--- src/rtl/proc_pkg.sv ---
// Shared opcodes, state encoding and Done-step constants
// for the bus processor program sequencer.
package proc_pkg;

  localparam logic [2:0] OP_MV   = 3'b000;
  localparam logic [2:0] OP_MVI  = 3'b001;
  localparam logic [2:0] OP_ADD  = 3'b010;
  localparam logic [2:0] OP_SUB  = 3'b011;
  localparam logic [2:0] OP_HALT = 3'b111;

  typedef enum logic [2:0] {
    S_IDLE,
    S_FETCH_I,
    S_LOAD_I,
    S_FETCH_D,
    S_LOAD_D,
    S_EXEC,
    S_HALTED,
    S_FAULT
  } seq_state_t;

  localparam logic [1:0] STEP_MV  = 2'd1;
  localparam logic [1:0] STEP_ALU = 2'd3;

  function automatic logic [1:0] done_step(
    input logic [2:0] op
  );
    return (op == OP_ADD || op == OP_SUB)
      ? STEP_ALU : STEP_MV;
  endfunction

  function automatic logic is_nop(
    input logic [2:0] op
  );
    return op[2] && (op != OP_HALT);
  endfunction

endpackage

--- src/rtl/proc_sequencer_upcount.sv ---
// 2-bit up counter with synchronous clear; tracks the
// processor time step while the processor is released.
module upcount (
  input  logic       Clear,
  input  logic       Clock,
  output logic [1:0] Q
);

  always_ff @(posedge Clock) begin
    if (Clear) Q <= '0;
    else       Q <= Q + 2'd1;
  end

endmodule

--- src/rtl/proc_sequencer.sv ---
// Program sequencer: streams ROM words onto the processor
// DIN and gates it one instruction at a time via Resetn.
module proc_sequencer
  import proc_pkg::*;
#(
  parameter int AW = 8
) (
  input  logic          Clock,
  input  logic          Reset,
  input  logic          Start,
  input  logic [AW-1:0] StartAddr,
  output logic [AW-1:0] ADDR,
  input  logic [15:0]   ROM_Q,
  output logic [15:0]   DIN,
  output logic          ProcResetn,
  input  logic          Done,
  output logic          Busy,
  output logic          Halted,
  output logic          Fault,
  output logic [AW-1:0] PC,
  output logic [15:0]   InstrCount
);

  seq_state_t state, state_nxt;

  logic [AW-1:0] pc;
  logic [15:0]   ir_s;
  logic [15:0]   imm_s;
  logic [15:0]   cnt;
  logic [1:0]    ec;
  logic          ec_clr;
  logic [2:0]    rom_op;
  logic [2:0]    ir_op;
  logic [1:0]    step;
  logic          idle_like;
  logic          start_ok;
  logic          at_step;
  logic          cnt_inc;

  assign rom_op = ROM_Q[8:6];
  assign ir_op  = ir_s[8:6];
  assign step   = done_step(ir_op);
  assign at_step = (ec == step);

  assign idle_like = (state == S_IDLE)
                  || (state == S_HALTED)
                  || (state == S_FAULT);
  assign start_ok  = Start && idle_like;

  assign cnt_inc =
      ((state == S_LOAD_I) && is_nop(rom_op))
   || ((state == S_EXEC) && at_step && Done);

  // Holding ec at 0 outside EXEC keeps it in lockstep
  // with the processor's own step counter.
  assign ec_clr = (state != S_EXEC) || Reset;

  upcount u_ec (
    .Clear (ec_clr),
    .Clock (Clock),
    .Q     (ec)
  );

  always_comb begin
    state_nxt = state;
    unique case (state)
      S_IDLE,
      S_HALTED,
      S_FAULT: begin
        if (Start) state_nxt = S_FETCH_I;
      end
      S_FETCH_I: state_nxt = S_LOAD_I;
      S_LOAD_I: begin
        unique case (1'b1)
          (rom_op == OP_HALT): state_nxt = S_HALTED;
          is_nop(rom_op):      state_nxt = S_FETCH_I;
          (rom_op == OP_MVI):  state_nxt = S_FETCH_D;
          default:             state_nxt = S_EXEC;
        endcase
      end
      S_FETCH_D: state_nxt = S_LOAD_D;
      S_LOAD_D:  state_nxt = S_EXEC;
      S_EXEC: begin
        if (at_step)
          state_nxt = Done ? S_FETCH_I : S_FAULT;
        else if (Done)
          state_nxt = S_FAULT;
      end
    endcase
  end

  always_ff @(posedge Clock) begin
    if (Reset) begin
      state <= S_IDLE;
      pc    <= '0;
      ir_s  <= '0;
      imm_s <= '0;
      cnt   <= '0;
    end else begin
      state <= state_nxt;
      if (start_ok) begin
        pc  <= StartAddr;
        cnt <= '0;
      end else if (cnt_inc && cnt != 16'hFFFF) begin
        cnt <= cnt + 16'd1;
      end
      if (state == S_LOAD_I) begin
        ir_s <= ROM_Q;
        pc   <= pc + AW'(1);
      end
      if (state == S_LOAD_D) begin
        imm_s <= ROM_Q;
        pc    <= pc + AW'(1);
      end
    end
  end

  assign ADDR       = pc;
  assign PC         = pc;
  assign InstrCount = cnt;

  assign DIN = ((state == S_EXEC) && (ec == 2'd1)
             && (ir_op == OP_MVI)) ? imm_s : ir_s;

  assign ProcResetn = (state == S_EXEC);
  assign Busy   = (state == S_FETCH_I)
               || (state == S_LOAD_I)
               || (state == S_FETCH_D)
               || (state == S_LOAD_D)
               || (state == S_EXEC);
  assign Halted = (state == S_HALTED);
  assign Fault  = (state == S_FAULT);

endmodule

--- config.mk ---
export PLATFORM = sky130hd
export DESIGN_NAME = proc_sequencer
export DESIGN_NICKNAME = d
export VERILOG_FILES = /design/src/rtl/proc_pkg.sv /design/src/rtl/proc_sequencer_upcount.sv /design/src/rtl/proc_sequencer.sv
export SDC_FILE = /design/constraint.sdc
export NUM_CORES = 1
export LEC_CHECK = 0
export ABC_AREA = 1
export BUFFER_PORTS_ARGS = -buffer_cell sky130_fd_sc_hd__buf_4
export CORE_MARGIN = 3
export CORE_UTILIZATION = 40
export CTS_CLUSTER_DIAMETER = 80
export DETAILED_ROUTE_END_ITERATION = 10
export GPL_TIMING_DRIVEN = 0
export PLACE_DENSITY_LB_ADDON = 0.2
export SETUP_SLACK_MARGIN = 0.05
export SYNTH_ARGS = -nofsm -noshare
export SYNTH_HDL_FRONTEND = slang
export SYNTH_SLANG_ARGS = --single-unit
--- constraint.sdc ---
create_clock -name Clock -period 1.8 [get_ports Clock]
set_clock_uncertainty 0.15 [all_clocks]
set_input_delay 0.18 -clock Clock [delete_from_list [all_inputs] [get_ports Clock]]
set_output_delay 0.18 -clock Clock [all_outputs]
set_load 0.02 [all_outputs]
# [Word level (Yosys, flattened, before mapping)]
# Index checks and enable logic that the tools add are counted.
[totals] output_inout_bits=52 reg_bits=61 wordCells=61
[classes] addsub=3 muxes=11 n_eq_ne=19 n_reduce_logical=22
[ops] op="$mux 8" count=3
[ops] op="$pmux 3 s6" count=1
[ops] op="$add 16x1->16 const B" count=1
[ops] op="$mux 16" count=1
[ops] op="$ne 16x16->1 const B" count=1
[ops] op="$eq 3x3->1 const B" count=5
[ops] op="$eq 3x2->1 const B" count=4
[ops] op="$mux 3" count=4
[ops] op="$eq 3x1->1 const B" count=3
[ops] op="$logic_or 1x1->1" count=9
[ops] op="$pmux 3 s3" count=1
[ops] op="$add 8x1->8 const B" count=1
[ops] op="$logic_and 1x1->1" count=8
[ops] op="$ne 3x3->1 const B" count=2
[ops] op="$logic_not 3->1" count=1
[ops] op="$ne 3x1->1 const B" count=1
[ops] op="$reduce_bool 3->1" count=1
[ops] op="$reduce_or 3->1" count=1
[ops] op="$add 2x1->2 const B" count=1
[ops] op="$eq 2x1->1 const B" count=1
[ops] op="$eq 2x2->1" count=1
[ops] op="$mux 2" count=1
[ops] op="$ne 2x2->1 const B" count=1
[ops] op="$reduce_and 2->1" count=1
[ops] op="$reduce_or 2->1" count=1

# [Longest topological paths before layout]
# Gate-level depths: netlist (run 1).
[logic_depth] depth_word=8 ltp_mapped=12 mapped_depth_nobuf=11

# [Cells and area by module]
# A second synthesis (run 1) with hierarchy kept.
[unflattened] cells_unflattened=476 hier_area_um2=3291.9
[modules_own_cells] mod="proc_sequencer" cells_each=468 seq_area_each_um2=1181.1 area_each_um2=3229.3 instances=1
[modules_own_cells] mod="upcount" cells_each=8 seq_area_each_um2=40.0 area_each_um2=62.6 instances=1

# [Least setup slack after synthesis (run 1)]
# Ideal clock, no wire load.
[synth_path] path_kind="flip-flop to flip-flop" from="register cnt[0], in the netlist InstrCount[0]" to="register cnt[12], in the netlist InstrCount[12]" setup_slack_ps=-139 n_path_buf=1 setup_ps=66 stages_incl_launch_ff=11 arrival_ps=1723 cell_sequence="dfxtp_1 -> ha_1 -> nand2_2 -> nor2_4 -> nand2_2 -> nor2_4 -> nand3_4 -> nand2_4 -> buf_6 -> nand2_1 -> a21oi_2"
[synth_via] elab_chain_len=2 word_cells_on_any_way=3 classes_between="add/sub (1); eq/ne (1); reduce/logical (1)"
[synth_rtl] item="start: declaration" line_no="proc_sequencer.sv:29" text="logic [15:0] cnt;"
[synth_rtl] item="start signal: assignment" line_no="proc_sequencer.sv:105" text="cnt <= cnt + 16'd1;"
[synth_rtl] item="branches (longest 2 deep; another with $add 16x1->16)"
# Parallel ways; which one is timed is not known.
# A chain may end at the register's enable or synchronous reset.

# [Final worst setup path (run 1)]
[layout_path] from="register state[1]" to="output DIN[10]"
[layout_via] elab_chain_len=4
[layout_rtl] item="start: declaration" line_no="proc_sequencer.sv:24" text="seq_state_t state, state_nxt;"
[layout_rtl] item="start signal: assignment" line_no="proc_sequencer.sv:100" text="state <= state_nxt;"
[layout_rtl] item="$eq 3x3->1" line_no="proc_sequencer.sv:122" text="assign DIN = ((state == S_EXEC) && (ec == 2'd1)"
[layout_rtl] item="$logic_and 1x1->1" line_no="proc_sequencer.sv:122"
[layout_rtl] item="$logic_and 1x1->1" line_no="proc_sequencer.sv:123" text="&& (ir_op == OP_MVI)) ? imm_s : ir_s;"
[layout_rtl] item="$mux 16" line_no="proc_sequencer.sv:123"
[layout_rtl] item="end: declaration" line_no="proc_sequencer.sv:14" text="output logic [15:0] DIN,"
# No other way between the ends.

==> reports/results.ini, run 1 <==
[placed_design]
hpwl_um = 6205
gp_congestion = 0.8504
place.port_buffers = 78
dpl_cell_area_um2 = 3899

[grt]
grt_antenna_before_repair = 0
grt_usage_pct = 21.05
grt_pass1_vias = 3281
grt_remaining_overflow = 0
grt_pass1_wl_um = 15010
grt_max_degree = 11

[floorplan]
placeableCoreArea_um2 = 7447
die-area_um2 = 9020
die_y_um = 94.98
std_cell_rows = 31
start_util_pct = 42.52
io_pins = 80
fp.dieW_um = 94.98

[routing]
drt_iter0_drc = 125
antenna_left = 0
drc = 0
drt-total-wl_um = 9691
dr.pass1.iters = 5
vias = 3560
avgViaCountPerCell = 5.035
post_drt_wl_per_cell_um = 13.71

[clocking]
tritoncts = yes
cts_root_buffer = clkbuf_8
clock_latency_ns = 0.34
htree_levels = 3
cts_buffers = 9
path_clk_slew_ns = 0.06
numClockSinks = 61
cts.path.max_buffers = 2

[yosys]
yosysMostFrequentCell = nand2_1
synth_commonest_cells = 101 x nand2_1, 62 x nor2_1, 61 x dfxtp_1
synth_compound_area_share_pct = 16.95
avgSynthCellArea_um2 = 6.752
synth-xor-area-share_pct = 2.489
yosys.area.top_type = dfxtp_1
synthArstFlopShare_pct = 0
synth_area_leaders = dfxtp_1 39%, nand2_1 12%, o21ai_0 8.1%, nor2_1 7.3%, a21oi_1 5.8%
yosys_warnings = 0
muxShareOfSynthArea_pct = 0
synth_edf_count = 0
synth-simple-area-share_pct = 30.90
synthCells = 469
synth.distinct_cells = 29
ys_seq_area_share_pct = 38.56
synth_seq_cells = 61
synth_fp_nets = 500
synth_top_family_by_area = simple AND/OR/NAND/NOR gates
synth_top_area_share_pct = 38.56
synth_ff_type = dfxtp_1
synthesis.area_um2 = 3167
synth_fa_ha_area_share_pct = 1.185

[job]
drv_cap = 0

[finish]
stdcell_area_um2 = 4992
insertedDiodeCount = 0
syn2layout_area_growth_pct = 57.65
drive_gt1_share_pct = 35.69
nets = 634

[timing]
worst_slew_pin_slew_ns = 0.5007
slew_violations = 0
fin_ws_ns = -0.1173
maxSlewHeadroom_pct = 66.62
fin_crit_sh_pct = 106.5
final_hold_viol_count = 0
final.min_clock_period_ns = 1.917
setup_viol = 16
setup_tns_ns = -1.690
rsz0062_at_grt = true
fmax_mhz = 521.6

[setup_path]
arrival_ns = 1.59
critical_path_required_ns = 1.47
critPathKind = reg2out
start_kind = register
cp-end-kind = output port
cp_max_fo = 6

[pwr]
ir_drop_mv = 0.5499
power.static_leakage_nw = 2.245
power_density_nw_per_um2 = 918.7

[status]
violations = negative setup slack
status = finished, violations left

[min_path]
hp-class = in2reg

[through the flow]
step / instances / power, mW / setup slack [ns] / util (%) / hold WS [ns]
after floorplan: 469 / 2.408 / -0.01394 / - / 0.1649
after global placement: 646 / 2.851 / -0.2241 / 52.35 / 0.2612
after detailed placement: 646 / 2.868 / -0.2130 / 52.35 / 0.2684
after CTS: 696 / 4.455 / -0.1951 / 62.42 / 0.01208
after global routing: 707 / 4.817 / -0.1843 / 67.04 / 0.04496
final: 707 / 4.586 / -0.1173 / 67.04 / 0.02555
[what timing repair did]
item	in CTS	in global routing
setup endpoints to repair	37	56
gates resized for setup	64	81
cloned	2	2
pin swaps	6	9
hold buffers	22	0
setup buffers	10	11
hold endpoints to repair	34	0
[sequential cells by signal, indices dropped and copies added (netlist names)]
signal / count
ADDR: 8
InstrCount: 16
imm_s: 16
ir_s: 16
state: 3
u_ec.Q: 2
[routing by layer]
metal  track usage [%]  share of wire (%)  wire length [um]
met1             24.72                 41              3986
met2             37.40                 52              5038
met3             4.861                4.7               458
met4             7.212                2.1               208
met5                 0                  0                 0
[where the power goes]
| part | switching, mW | internal, mW | leakage, nW | total (mW) |
|---|---|---|---|---|
| sequential | 0.140 | 1.52 | 0.503 | 1.66 |
| clock | 0.531 | 0.901 | 0.119 | 1.43 |
| combinational | 0.822 | 0.675 | 1.62 | 1.50 |
| total | 1.49 | 3.09 | 2.24 | 4.59 |
[cell families after synthesis]
kind of cell,after synthesis
AOI/OAI and AO/OA,101
xor gates and xnor gates,9
adders and majority gates,3
buffers and inverters,70
DFF,61
and+or+nand+nor,225
[placed cells by master (no fill, tap or decap), drive strengths merged]
cell	n
inv	43
o211ai	1
o21ai	52
ha	3
dlygate4sd3	22
clkinv	1
nand3	36
nor2	67
nand2	105
xnor2	3
dfxtp	61
xor2	6
nand3b	1
nor3	8
and3	1
a31oi	5
clkbuf	25
o221ai	1
buf	116
a21oi	42
bufinv	2
nand4	7
[cell type report]
type | instances | area, um2
clock buffer | 13 | 170.2
inverter | 43 | 166.4
timing repair buffer | 123 | 1084
buffer | 27 | 215.2
fill | 632 | 2455
sequential | 61 | 1250
tap | 99 | 123.9
multi-input combinational | 338 | 1918
clock inverter | 3 | 65.06
[critical path, cell delays in order, from the launching register on]
cell	delay, ns
dfxtp_4	0.36
inv_4	0.06
nand2_4	0.05
nor2_4	0.08
and3_4	0.29
buf_8	0.15
nand2_2	0.06
o21ai_2	0.06
buf_6	0.14
[final timing paths]
| kind | from | end | slack (ns) | cells after the start |
|---|---|---|---|---|
| setup / recovery | state[1] | DIN[10] | -0.12 | 8 |
| hold / removal | StartAddr[2] | ADDR[2] | 0.03 | 3 |
| setup reg to reg | InstrCount[1] | InstrCount[11] | 0.05 | 10 |
| hold reg to reg | u_ec.Q[0] | u_ec.Q[0] | 0.29 | 1 |
Note: power is estimated with default switching activity, not from simulation.
==> inputs of run 2 (changes only) <==
--- a/config.mk
+++ b/config.mk
@@ -6,11 +6,11 @@
 export NUM_CORES = 1
 export LEC_CHECK = 0
 export ABC_AREA = 1
-export BUFFER_PORTS_ARGS = -buffer_cell sky130_fd_sc_hd__buf_4
 export CORE_MARGIN = 3
 export CORE_UTILIZATION = 40
 export CTS_CLUSTER_DIAMETER = 80
 export DETAILED_ROUTE_END_ITERATION = 10
+export DONT_BUFFER_PORTS = 1
 export GPL_TIMING_DRIVEN = 0
 export PLACE_DENSITY_LB_ADDON = 0.2
 export SETUP_SLACK_MARGIN = 0.05
==> run 2 against run 1 <==
The flow still finishes with violations (negative setup slack). Clock power hardly changed. Power is 4.8% lower. Count of clock-buffer cells in the layout is 4 lower. Cell area is 7.7% lower. Critical path depth is 1 lower. Final cell count is 10% lower. First-iteration DRC count is 5.6% lower. Combinational power is 15% lower. Sequential power hardly changed. Critical path type unchanged. Critical endpoint is now DIN[7]. Largest power group unchanged. Highest routed layer unchanged.
==> reports/results.ini, run 2 (synthesis results as in run 1) <==
[finish]
fill_cells = 643  ; was 632
nets = 561  ; was 634
final_cell_mix = 64 x nand2_1, 59 x nor2_1, 45 x dfxtp_1  ; was 89 x buf_4, 78 x nand2_1, 61 x nor2_1
final_common_cell = nand2_1  ; was buf_4
final_core_util_pct = 61.84  ; was 67.04%
insertedDiodeCount = 0  ; unchanged
stdcell_area_um2 = 4606  ; was 4992 um2
drive_gt1_share_pct = 30.84  ; was 35.69%
layoutNonFillerInstCount = 634  ; was 707
syn2layout_area_growth_pct = 45.44  ; was 57.65%

[setup_path]
cp-end-kind = output port  ; unchanged
arrival_ns = 1.77  ; was 1.59 ns
critical_path_required_ns = 1.47  ; about the same
crit_chain = inv_2 -> nand2_4 -> nor2_4 -> and3_4 -> clkbuf_16 -> nand2_4 -> nand2_4  ; was inv_4 -> nand2_4 -> nor2_4 -> and3_4 -> buf_8 -> nand2_2 -> o21ai_2 -> buf_6
cpMostUsedCell = nand2_4
r2r_start = InstrCount[1]  ; unchanged
critPathKind = reg2out  ; unchanged
cp_slowest_cell = and3_4  ; was dfxtp_4
cp_max_fo = 7  ; was 6
start_kind = register  ; unchanged
crit_path_start = state[1]  ; unchanged
critical_path.max_stage_delay_ns = 0.36  ; about the same

[job]
drv_cap = 0  ; unchanged

[routing]
vias = 3356  ; was 3560
post_drt_wl_per_cell_um = 15.21  ; was 13.71 um
drt_iter0_drc = 118  ; was 125
drc = 0  ; unchanged
antenna_left = 0  ; unchanged
drt-total-wl_um = 9640  ; was 9691 um
dr.pass1.iters = 4  ; was 5
avgViaCountPerCell = 5.293  ; was 5.035

[grt]
grt_max_degree = 13  ; was 11
grt_antenna_before_repair = 0  ; unchanged
grt_usage_pct = 22.22  ; was 21.05%
grt_pass1_vias = 3285  ; was 3281
grt_pass1_wl_um = 15700  ; was 15010 um
grt_remaining_overflow = 0  ; unchanged

[clocking]
path_clk_slew_ns = 0.08  ; was 0.06 ns
clock_latency_ns = 0.35  ; was 0.34 ns
cts.path.max_buffers = 2  ; unchanged
tritoncts = yes  ; unchanged
cts_root_buffer = clkbuf_8  ; unchanged
htree_levels = 3  ; unchanged
cts_buffers = 9  ; unchanged
numClockSinks = 61  ; unchanged

[placed_design]
hpwl_um = 6051  ; was 6205 um
place.port_buffers = 0  ; was 78
dp_cells = 568  ; was 646
place_ws_ns = -0.3447  ; was -0.2130 ns
dpl_cell_area_um2 = 3313  ; was 3899 um2
gp_congestion = 0.7955  ; was 0.8504

[pwr]
comb_power_share_pct = 29.0  ; was 32.6%
power_frac_seq_pct = 38.8  ; was 36.1%
p_sw_mw = 1.571  ; was 1.493 mW
power_density_nw_per_um2 = 947.6  ; was 918.7 nW/um2
power_mw = 4.364  ; was 4.586 mW
p_int_mw = 2.793  ; was 3.093 mW
power.static_leakage_nw = 1.818  ; was 2.245 nW
ir_drop_mv = 0.5488  ; was 0.5499 mV
p_clk_share_pct = 32.2  ; was 31.2%
p_sw_share_pct = 36.00  ; was 32.55%

[status]
status = finished, violations left  ; unchanged
violations = negative setup slack  ; unchanged

[min_path]
hp-class = in2reg  ; unchanged
hold_start = ROM_Q[6]  ; was StartAddr[2]

[timing]
final_hold_viol_count = 0  ; unchanged
setup_tns_ns = -4.343  ; was -1.690 ns
hold_ws_ns = 0.02352  ; was 0.02555 ns
rsz0062_at_grt = true  ; unchanged
fmax_mhz = 476.8  ; was 521.6 MHz
fin_ws_ns = -0.2974  ; was -0.1173 ns
final.min_clock_period_ns = 2.097  ; was 1.917 ns
slew_violations = 0  ; unchanged
worst_slew_pin_slew_ns = 0.5097  ; was 0.5007 ns
setup_viol = 16  ; unchanged
fin_crit_sh_pct = 116.5  ; was 106.5%
maxSlewHeadroom_pct = 65.97  ; was 66.62%

[floorplan]
start_util_pct = 42.52  ; unchanged
die-area_um2 = 9020  ; unchanged
die_y_um = 94.98  ; unchanged
io_pins = 80  ; unchanged
std_cell_rows = 31  ; unchanged
placeableCoreArea_um2 = 7447  ; unchanged
fp.dieW_um = 94.98  ; unchanged

[run 2: changes by cell type in the layout (fill, tap and decap cells not counted), moves of 4 or more]
cell           change
nand2_4            +5
o21ai_2            -9
nand2_1           -14
dlygate4sd3_1      +4
nand2_2            +9
dfxtp_4            +5
buf_6             -19
o21ai_4            +9
buf_4             -61
[run 2: cell type report]
cell class	count	area [um2]	area share, %
Timing Repair Buffer	51	509.2	11.06
Clock buffer	9	123.9	2.689
Sequential cell	61	1266	27.49
Clock inverter	7	98.84	2.146
Inverter	43	161.4	3.504
Buffer	26	231.5	5.026
Tap cell	99	123.9	2.689
Multi-Input combinational cell	338	2091	45.40
[run 2: repair_timing]
item / 4_1_cts / 5_1_grt
pin swaps: 7 / 15
hold buffers: 26 / 0
hold endpoints to repair: 43 / 0
cloned: 2 / 2
buffers inserted: 12 / 10
gates resized for setup: 80 / 92
endpoints found under the setup margin: 48 / 53
[run 2: worst paths after layout]
path              slack (ns)  cells after the start              to
setup / recovery       -0.30                      7          DIN[7]
hold / removal          0.02                      4        state[0]
setup reg to reg        0.02                     10  InstrCount[14]
hold reg to reg         0.33                      1       u_ec.Q[0]
[run 2: critical path: cells and delay by family (launching register included)]
family,cells,cell delay [ns]
buf+inv,2,0.27
simple gates,5,0.81
flops,1,0.34
[run 2: per-layer routing]
layer,track usage [%],share of wire [%],vias up
li1,-,-,1657
met1,27.40,42,1581
met2,36.00,49,98
met3,6.693,6.8,20
met4,9.135,2.0,0
met5,0,0,-
[run 2: power groups by stage]
stage               combinational [mW]  sequential (mW)  clock [mW]
finish                            1.27             1.69        1.40
global route                      1.38             1.71        1.50
CTS                               1.07             1.69        1.42
detailed placement               0.885             1.72           0
global placement                 0.874             1.71           0
floorplan                        0.725             1.68           0
==> inputs of run 3 (changes only) <==
--- a/config.mk
+++ b/config.mk
@@ -7,7 +7,7 @@
 export LEC_CHECK = 0
 export ABC_AREA = 1
 export CORE_MARGIN = 3
-export CORE_UTILIZATION = 40
+export CORE_UTILIZATION = 51
 export CTS_CLUSTER_DIAMETER = 80
 export DETAILED_ROUTE_END_ITERATION = 10
 export DONT_BUFFER_PORTS = 1
==> constraint.sdc (replaced) <==
create_clock -name Clock -period 2.5 [get_ports Clock]
set_clock_uncertainty 0.15 [all_clocks]
set_input_delay 0.25 -clock Clock [delete_from_list [all_inputs] [get_ports Clock]]
set_output_delay 0.25 -clock Clock [all_outputs]
set_load 0.02 [all_outputs]
==> run 3 against run 2 <==
The flow now finishes without violations. Count of clock-buffer cells in the layout increased by 3. Non-clock buffer count decreased by 26. Routed wire length decreased by 15%. Hold slack improved by 0.0098 ns. Cell area decreased by 18%. Sequential share of layout area increased by 4.8 points. Critical endpoint is now DIN[15]. First-iteration DRC count increased by 47%. Largest power group unchanged. Worst setup slack improved by 0.40 ns. Power decreased by 33%. Global-route usage increased by 0.74 points.
==> reports/results.ini, run 3 (synthesis results as in run 1) <==
[status]
status = finished clean  ; was finished, violations left

[pwr]
power_density_nw_per_um2 = 766.3  ; was 947.6 nW/um2
power.static_leakage_nw = 1.464  ; was 1.818 nW
power_mw = 2.902  ; was 4.364 mW
ir_drop_mv = 0.4548  ; was 0.5488 mV

[setup_path]
critical_path_required_ns = 2.10  ; was 1.47 ns
critPathKind = reg2out  ; unchanged
r2r.worst_path.cells = 10  ; unchanged
cp-end-kind = output port  ; unchanged
ff2ff_setup_slack_ns = 0.33  ; was 0.02 ns
r2r_end = InstrCount[13]  ; was InstrCount[14]
cp_max_fo = 10  ; was 7
arrival_ns = 2.00  ; was 1.77 ns
r2r_start = InstrCount[1]  ; unchanged
start_kind = register  ; unchanged

[finish]
seqCellArea_um2 = 1222  ; was 1266 um2
final_cell_mix = 100 x nand2_1, 62 x nor2_1, 60 x dfxtp_1  ; was 64 x nand2_1, 59 x nor2_1, 45 x dfxtp_1
final_common_cell = nand2_1  ; unchanged
multi_input_area_um2 = 1688  ; was 2091 um2
fill_cells = 563  ; was 643
nets = 535  ; was 561
stdcell_area_um2 = 3787  ; was 4606 um2
syn2layout_area_growth_pct = 19.60  ; was 45.44%
drive_gt1_share_pct = 12.77  ; was 30.84%
final_core_util_pct = 63.59  ; was 61.84%
insertedDiodeCount = 0  ; unchanged
layoutNonFillerInstCount = 584  ; was 634

[floorplan]
placeableCoreArea_um2 = 5956  ; was 7447 um2
die-area_um2 = 7191  ; was 9020 um2
start_util_pct = 53.17  ; was 42.52%
fp.dieW_um = 84.80  ; was 94.98 um
die_y_um = 84.80  ; was 94.98 um
io_pins = 80  ; unchanged
std_cell_rows = 28  ; was 31

[grt]
grt_pass1_wl_um = 13460  ; was 15700 um
grt_antenna_before_repair = 0  ; unchanged
grt_remaining_overflow = 0  ; unchanged
grt_max_degree = 11  ; was 13
grt_use_met1_pct = 27.98  ; was 27.40%
grt_usage_pct = 22.96  ; was 22.22%
use_met3_pct = 5.986  ; was 6.693%
grt_pass1_vias = 2939  ; was 3285
met2_usage_pct = 39.00  ; was 36.00%
globalRoute.busiestLayer = met2  ; unchanged

[clocking]
post_cts_buffers = 0  ; was 12
path_clk_slew_ns = 0.07  ; was 0.08 ns
tritoncts = yes  ; unchanged
numClockSinks = 61  ; unchanged
cts_buffers = 9  ; unchanged
htree_levels = 3  ; unchanged
clock_latency_ns = 0.34  ; was 0.35 ns
cts_root_buffer = clkbuf_8  ; unchanged
cts.path.max_buffers = 2  ; unchanged

[routing]
drt-total-wl_um = 8204  ; was 9640 um
dr.pass1.iters = 4  ; unchanged
drc = 0  ; unchanged
drt_iter0_drc = 174  ; was 118
vias = 3118  ; was 3356
post_drt_wl_per_cell_um = 14.05  ; was 15.21 um
antenna_left = 0  ; unchanged
avgViaCountPerCell = 5.339  ; was 5.293

[placed_design]
place.port_buffers = 0  ; unchanged
hpwl_um = 5595  ; was 6051 um
gp_congestion = 0.8069  ; was 0.7955
dpl_cell_area_um2 = 3261  ; was 3313 um2
dp_cells = 544  ; was 568

[timing]
worst_slew_pin_slew_ns = 0.5013  ; was 0.5097 ns
hold_ws_ns = 0.03335  ; was 0.02352 ns
final_hold_viol_count = 0  ; unchanged
fin_crit_sh_pct = 95.97
maxSlewHeadroom_pct = 66.58  ; was 65.97%
slew_violations = 0  ; unchanged
fmax_mhz = 416.8
final.min_clock_period_ns = 2.399
setup_viol = 0  ; was 16
rsz0062_at_grt = true  ; unchanged

[min_path]
hp-class = in2reg  ; unchanged
whs_path_depth = 3  ; was 4
hold_start = Start  ; was ROM_Q[6]
whs_endpoint = state[2]  ; was state[0]

[job]
drv_cap = 0  ; unchanged

## run 3: final cells by class
cell class	instances	share of cell area, %
flip-flops and latches	61	32.28
clock buffers	12	4.096
multi-input cells	338	44.57
plain buffers	27	4.130
well taps	75	2.478
repair buffers	24	6.343
inverters	43	4.262
clock inverters	4	1.850
## run 3: timing repair
item	CTS	global route
gates resized for setup	6	27
hold buffers	24	0
endpoints found under the hold margin	40	0
setup endpoints to repair	16	17
## run 3: report_power, final
| group | leakage, nW | switching [mW] | internal, mW |
|---|---|---|---|
| Clock | 0.116 | 0.385 | 0.613 |
| Sequential | 0.496 | 0.125 | 1.09 |
| Combinational | 0.852 | 0.463 | 0.227 |
## run 3: worst max-delay path by stage
stage,to,slack (ns),startpoint,cells past startpoint
after CTS,DIN[13],0.04,state[1],6
after global placement,DIN[10],0.18,state[1],6
after global routing,DIN[15],-0.007,state[2],6
final,DIN[15],0.10,state[2],6
after detailed placement,DIN[10],0.19,state[1],6
after floorplan,InstrCount[12],0.56,InstrCount[0],10
## run 3: through the flow
step	setup TNS, ns	setup slack (ns)
finish	0	0.1009
global route	-0.007055	-0.007055
CTS	0	0.03849
detailed placement	0	0.1934
global placement	0	0.1838
floorplan	0	0.5605
## run 3: metal layers
layer | share of wire, % | wire [um] | up-vias
met3 | 7.1 | 583 | 10
met2 | 49 | 3985 | 93
met4 | 1.5 | 119 | 0
met5 | 0 | 0 | -
met1 | 43 | 3516 | 1420
li1 | - | - | 1595
## run 3: critical path, stage by stage, from the launching register on
cell and delay, ns:
dfxtp_1 0.40, nand2_1 0.17, nor2_4 0.27, and3_1 0.24
buf_2 0.25, nand2_1 0.07, o21ai_1 0.25
